**config.mk**
```make
export PLATFORM = sky130hd
export DESIGN_NAME = delay_line_pipe
export DESIGN_NICKNAME = d
export VERILOG_FILES = /design/src/rtl/dl_pkg.sv /design/src/rtl/delay_stage.sv /design/src/rtl/delay_line_pipe.sv
export SDC_FILE = /design/constraint.sdc
export NUM_CORES = 1
export LEC_CHECK = 0
export CORE_ASPECT_RATIO = 1.75
export CORE_MARGIN = 2
export CORE_UTILIZATION = 50
export CTS_CLUSTER_SIZE = 8
export DETAILED_ROUTE_END_ITERATION = 16
export PLACE_DENSITY = 0.84
export SLEW_MARGIN = 10
export SYNTH_ARGS = -nofsm -noshare
export SYNTH_HDL_FRONTEND = slang
export SYNTH_SLANG_ARGS = --single-unit
```
**constraint.sdc**
```tcl
create_clock -name clk_i -period 4.8 [get_ports clk_i]
set_clock_uncertainty 0.2 [all_clocks]
set_input_delay 1.2 -clock clk_i [delete_from_list [all_inputs] [get_ports clk_i]]
set_output_delay 1.2 -clock clk_i [all_outputs]
set_load 0.02 [all_outputs]
```
**src/rtl/dl_pkg.sv**
```systemverilog
// Shared helpers for the delay line: a constant clog2 used to size the tap select,
// and a popcount used to turn the stage valid bits into the fill level.
package dl_pkg;

   localparam int POP_MAX = 64;

   function automatic int clog2(input int n);
      int r;
      int v;
      r = 0;
      v = n - 1;
      while (v > 0) begin
         r = r + 1;
         v = v >> 1;
      end
      return r;
   endfunction

   function automatic int unsigned popcount(input logic [POP_MAX-1:0] bits);
      int unsigned cnt;
      cnt = 0;
      for (int i = 0; i < POP_MAX; i++) begin
         cnt = cnt + int'(bits[i]);
      end
      return cnt;
   endfunction

endpackage

```
**src/rtl/delay_stage.sv**
```systemverilog
// One {valid, data} register of the delay line. clr_i drops the valid bit and
// leaves the data unchanged, so a flush does not toggle the data flops.
module delay_stage #(
   parameter int WIDTH = 8
) (
   input  logic             clk_i,
   input  logic             rst_ni,
   input  logic             en_i,
   input  logic             clr_i,
   input  logic             v_i,
   input  logic [WIDTH-1:0] d_i,
   output logic             v_o,
   output logic [WIDTH-1:0] d_o
);

   logic             v_q, v_d;
   logic [WIDTH-1:0] d_q, d_d;

   always_comb begin
      v_d = v_q;
      d_d = d_q;
      if (clr_i) begin
         v_d = 1'b0;
      end else if (en_i) begin
         v_d = v_i;
         d_d = d_i;
      end
   end

   always_ff @(posedge clk_i or negedge rst_ni) begin
      if (!rst_ni) begin
         v_q <= 1'b0;
         d_q <= '0;
      end else begin
         v_q <= v_d;
         d_q <= d_d;
      end
   end

   assign v_o = v_q;
   assign d_o = d_q;

endmodule

```
**src/rtl/delay_line_pipe.sv**
```systemverilog
// Delay line of DEPTH {valid, data} stages with a run-time output tap (0 = bypass),
// global advance enable, flush of all valid bits, and a registered fill level.
module delay_line_pipe
   import dl_pkg::*;
#(
   parameter int WIDTH = 8,
   parameter int DEPTH = 4,
   parameter int SELW  = clog2(DEPTH + 1)
) (
   input  logic             clk_i,
   input  logic             rst_ni,
   input  logic             en_i,
   input  logic             flush_i,
   input  logic [SELW-1:0]  sel_i,
   input  logic [WIDTH-1:0] data_i,
   input  logic             valid_i,
   output logic [WIDTH-1:0] data_o,
   output logic             valid_o,
   output logic [SELW-1:0]  fill_o
);

   typedef struct packed {
      logic             v;
      logic [WIDTH-1:0] d;
   } stage_t;

   // valid_i only qualifies data_i; there is no backpressure, words shift on en_i alone.
   // Index 0 is the live input, index k is the output of stage k.
   logic [DEPTH:0]   chain_v;
   logic [WIDTH-1:0] chain_d [0:DEPTH];

   assign chain_v[0] = valid_i;
   assign chain_d[0] = data_i;

   for (genvar k = 1; k <= DEPTH; k++) begin : g_stage
      delay_stage #(
         .WIDTH (WIDTH)
      ) u_stage (
         .clk_i  (clk_i),
         .rst_ni (rst_ni),
         .en_i   (en_i),
         .clr_i  (flush_i),
         .v_i    (chain_v[k-1]),
         .d_i    (chain_d[k-1]),
         .v_o    (chain_v[k]),
         .d_o    (chain_d[k])
      );
   end

   logic [SELW-1:0] sel_eff;
   stage_t          tap;

   always_comb begin
      sel_eff = sel_i;
      if (sel_i > SELW'(DEPTH)) begin
         sel_eff = SELW'(DEPTH);
      end
      tap.v = chain_v[sel_eff];
      tap.d = chain_d[sel_eff];
   end

   assign data_o  = tap.d;
   assign valid_o = tap.v;

   // Fill is computed from the stage valids as they will be after this edge,
   // so fill_o lines up with the stages instead of trailing them by a cycle.
   logic [DEPTH-1:0]   nxt_v;
   logic [POP_MAX-1:0] pop_vec;
   logic [SELW-1:0]    fill_q, fill_d;

   always_comb begin
      nxt_v = chain_v[DEPTH:1];
      if (flush_i) begin
         nxt_v = '0;
      end else if (en_i) begin
         nxt_v = chain_v[DEPTH-1:0];
      end
      pop_vec              = '0;
      pop_vec[DEPTH-1:0]   = nxt_v;
      fill_d               = SELW'(popcount(pop_vec));
   end

   always_ff @(posedge clk_i or negedge rst_ni) begin
      if (!rst_ni) begin
         fill_q <= '0;
      end else begin
         fill_q <= fill_d;
      end
   end

   assign fill_o = fill_q;

endmodule
```
==> results.md <==
- Status: complete, no violations
- Layout fillers: 308
- Vias per cell: 5.278
- Hold WC Path Type: reg -> reg
- # H-tree levels: 2
- Synth Area in XOR/XNOR: 0%
- Die Wd: 51.05 um
- Final hold vios: 0
- Synth Area in Simple Gates: 4.457%
- Area growth syn-to-layout: 18.35%
- Hold_buf cts: 0
- Die H: 86.34 um
- Layout Utilization: 60.46%
- Period utilisation layout: 93.21%
- CP Max Fanout: 9
- Relative slew slack: 39.67%
- Post-synth ARST share: 100.0%
- CP endpoint kind: output port
- Worst-path clk slew: 0.07 ns
- Syn Std Cell Area: 0.001937 sq mm
- Startpoint Class: input port
- Final count of negative-setup-slack endpoints: 0
- Tot Pwr: 0.9088 mW
- GRT overflow: 0
- Average wire per standard cell: 14.66 um
- Setup crit end: valid_o
- Critical path launch point: sel_i[2]
- Combinational group share of total power: 25.7%
- GRT Util Overall: 17.44%
- Reg power frac: 48.3%
- Placed Cells incl. Taps: 219
- Hpwl dp: 2385 um
- Pleak: 1.018 nW
- Number of flops mapped to enable cells by yosys: 0
- CTS root buf: clkbuf_8
- Synth Area in Adders: 2.326%
- Die footprint: 0.004407 sq mm
- RePlAce Congestion: 0.6932
- Port Buffers: 27
- Initial antenna violation count: 0
- CTS tree: yes
- Setup TNS: 0 ns
- Worst R2R Path Depth: 5
- Switching Fraction: 26.76%
- Drt drc: 0
- Slew Viols, Final: 0
- Ports: 28
- Yosys warnings: 0
- # diodes: 0
- Min Tclk post-route: 4.474 ns
- Post-CTS sizing: 0
- Largest net degree at the start of global routing: 41
- Setup repair after global routing missed its margin: no
- Clock Sinks: 39
- Syn_nets: 172
- Global-route wire length before repair: 5865 um
- DRT iter0 DRCs: 12
- Total clock buffers created by CTS: 5
- CP Data Arrival Time: 3.07 ns
- Mean post-synth cell area: 12.66 sq um
- Layout Cells excl Fill: 227
- Final nets: 197
- Initial Util: 51.09%
- Layout cells sized above 1: 30.17%
- Register area share after synthesis: 50.39%
- WS Path Type: in -> out
- Critical R2R Capture: fill_o[1]
- Synth Instances: 153
- Primary FF master, synth: dfrtp_1
- Core area: 0.003791 sq mm
- Drt pass-1 iters: 4
- #FFs+latches synth: 39
- Post-CTS Repair Setup Buffers: 0
- Multiplexer share of the synthesized area: 28.42%
- Psw: 0.2431 mW
- Vias: 1198
- Combinational family with the most area after synthesis: multiplexers
- Vias in the first global route: 1331
- Row Count: 30
- Max Clk Rate: 223.5 MHz
- PwrDens: 396.5 mW/mm^2
- Worst flop-to-flop path startpoint: g_stage[1].u_stage.v_o
- Library cells used by synthesis: 21
- Flop2flop setup slack: 2.80 ns
- Power share of the clock group: 25.9%
- Worst Tran Pin Value: 0.9030 ns
- WL final: 3328 um
- Critical Path RT: 3.40 ns
- Max Cap Viol: 0
- Synth Area in Compound Gates: 7.623%
- Clock Path Buffers: 2
- VDD IR max: 0.3304 mV
- Internal Power: 0.6656 mW
- Clock Latency Late Sink: 0.28 ns
- Post-route ant nets: 0
-- layout by cell type, fill, tap and decap left out --
master           instances
nor2_1                   8
buf_2                    1
ha_1                     2
a21oi_1                  9
clkbuf_8                 7
buf_12                   1
nand2b_1                 1
o22ai_1                  8
dfrtp_1                 39
mux2_4                  10
o21ai_0                  8
nor2b_4                  1
mux2i_1                  4
or2_2                    1
clkdlybuf4s50_1         26
mux2_1                   1
mux2_2                  31
inv_1                    9
clkbuf_1                 1
nand2_1                  8
fa_1                     1
buf_4                    1
o22ai_2                  1
-- registers in the layout (all words and copies together) (netlist names) --
signal	flops
g_stage.u_stage.v_o	4
g_stage.u_stage.d_o	32
fill_o	3
-- power groups by stage --
stage | sequential, mW | clock (mW) | combinational [mW]
6_report | 0.439 | 0.236 | 0.234
2_1_floorplan | 0.434 | 0 | 0.167
4_1_cts | 0.440 | 0.243 | 0.238
3_3_place_gp | 0.439 | 0 | 0.227
5_1_grt | 0.449 | 0.257 | 0.257
3_5_place_dp | 0.447 | 0 | 0.236
-- cells by family after synthesis --
| logic type | after synthesis |
|---|---|
| AND/OR/NAND/NOR | 19 |
| buffers and inverters | 20 |
| adder cells (fa/ha/maj) | 3 |
| flip-flops | 39 |
| AO/OA/AOI/OAI | 26 |
| multiplexers | 46 |
-- metal layers --
metal	wire, um	part of all wire [%]	track usage [%]	vias to the layer above
met4	66	2.0	8.354	0
met3	103	3.1	3.276	6
met5	0	0	0	-
met2	1821	55	29.87	24
li1	-	-	-	574
met1	1337	40	20.60	594
-- area by class of cell --
| class | instances | area [sq um] | share of cell area, % |
|---|---|---|---|
| clock buffer | 8 | 100.1 | 4.367 |
| tap | 48 | 60.06 | 2.620 |
| sequential | 39 | 975.9 | 42.58 |
| inverter | 9 | 33.78 | 1.474 |
| timing repair buffer | 29 | 292.8 | 12.77 |
| multi-input combinational | 94 | 829.5 | 36.19 |
-- cells in the mapped netlist, types with 2 or more instances --
library cell | n | area (sq um)
mux2_2 | 31 | 349.1
nand2_1 | 8 | 30.03
o22ai_1 | 8 | 50.05
buf_6 | 4 | 45.04
buf_2 | 5 | 25.02
a21oi_1 | 9 | 45.04
mux2i_1 | 4 | 40.04
ha_1 | 2 | 25.02
mux2_4 | 10 | 150.1
dfrtp_1 | 39 | 975.9
inv_1 | 9 | 33.78
o21ai_0 | 8 | 40.04
nor2_1 | 8 | 30.03
-- how the worst min path moves through the flow --
stage	start	end	cells after the start
final	g_stage[3].u_stage.d_o[0]	g_stage[4].u_stage.d_o[0]	2
after global routing	g_stage[3].u_stage.d_o[5]	g_stage[4].u_stage.d_o[5]	2
after CTS	g_stage[3].u_stage.d_o[0]	g_stage[4].u_stage.d_o[0]	2
after detailed placement	g_stage[3].u_stage.d_o[0]	g_stage[4].u_stage.d_o[0]	2
after global placement	g_stage[3].u_stage.d_o[7]	g_stage[4].u_stage.d_o[7]	2
after floorplan	g_stage[3].u_stage.d_o[5]	g_stage[4].u_stage.d_o[5]	2
-- critical path: stages --
cell and delay, ns:
clkdlybuf4s50_1 0.57, nand2b_1 0.38, o22ai_1 0.12, a21oi_1 0.17
clkdlybuf4s50_1 0.63
-- metrics by stage --
step | setup slack [ns] | hold WS (ns) | instance area, sq um
3_3_place_gp | 0.3380 | 0.2803 | 2192
5_1_grt | 0.1570 | 0.3554 | 2292
3_5_place_dp | 0.3438 | 0.2949 | 2192
4_1_cts | 0.3204 | 0.3086 | 2292
2_1_floorplan | 1.336 | 0.2627 | 1937
6_report | 0.3257 | 0.2996 | 2292
Power figures use the tool's default switching activity.
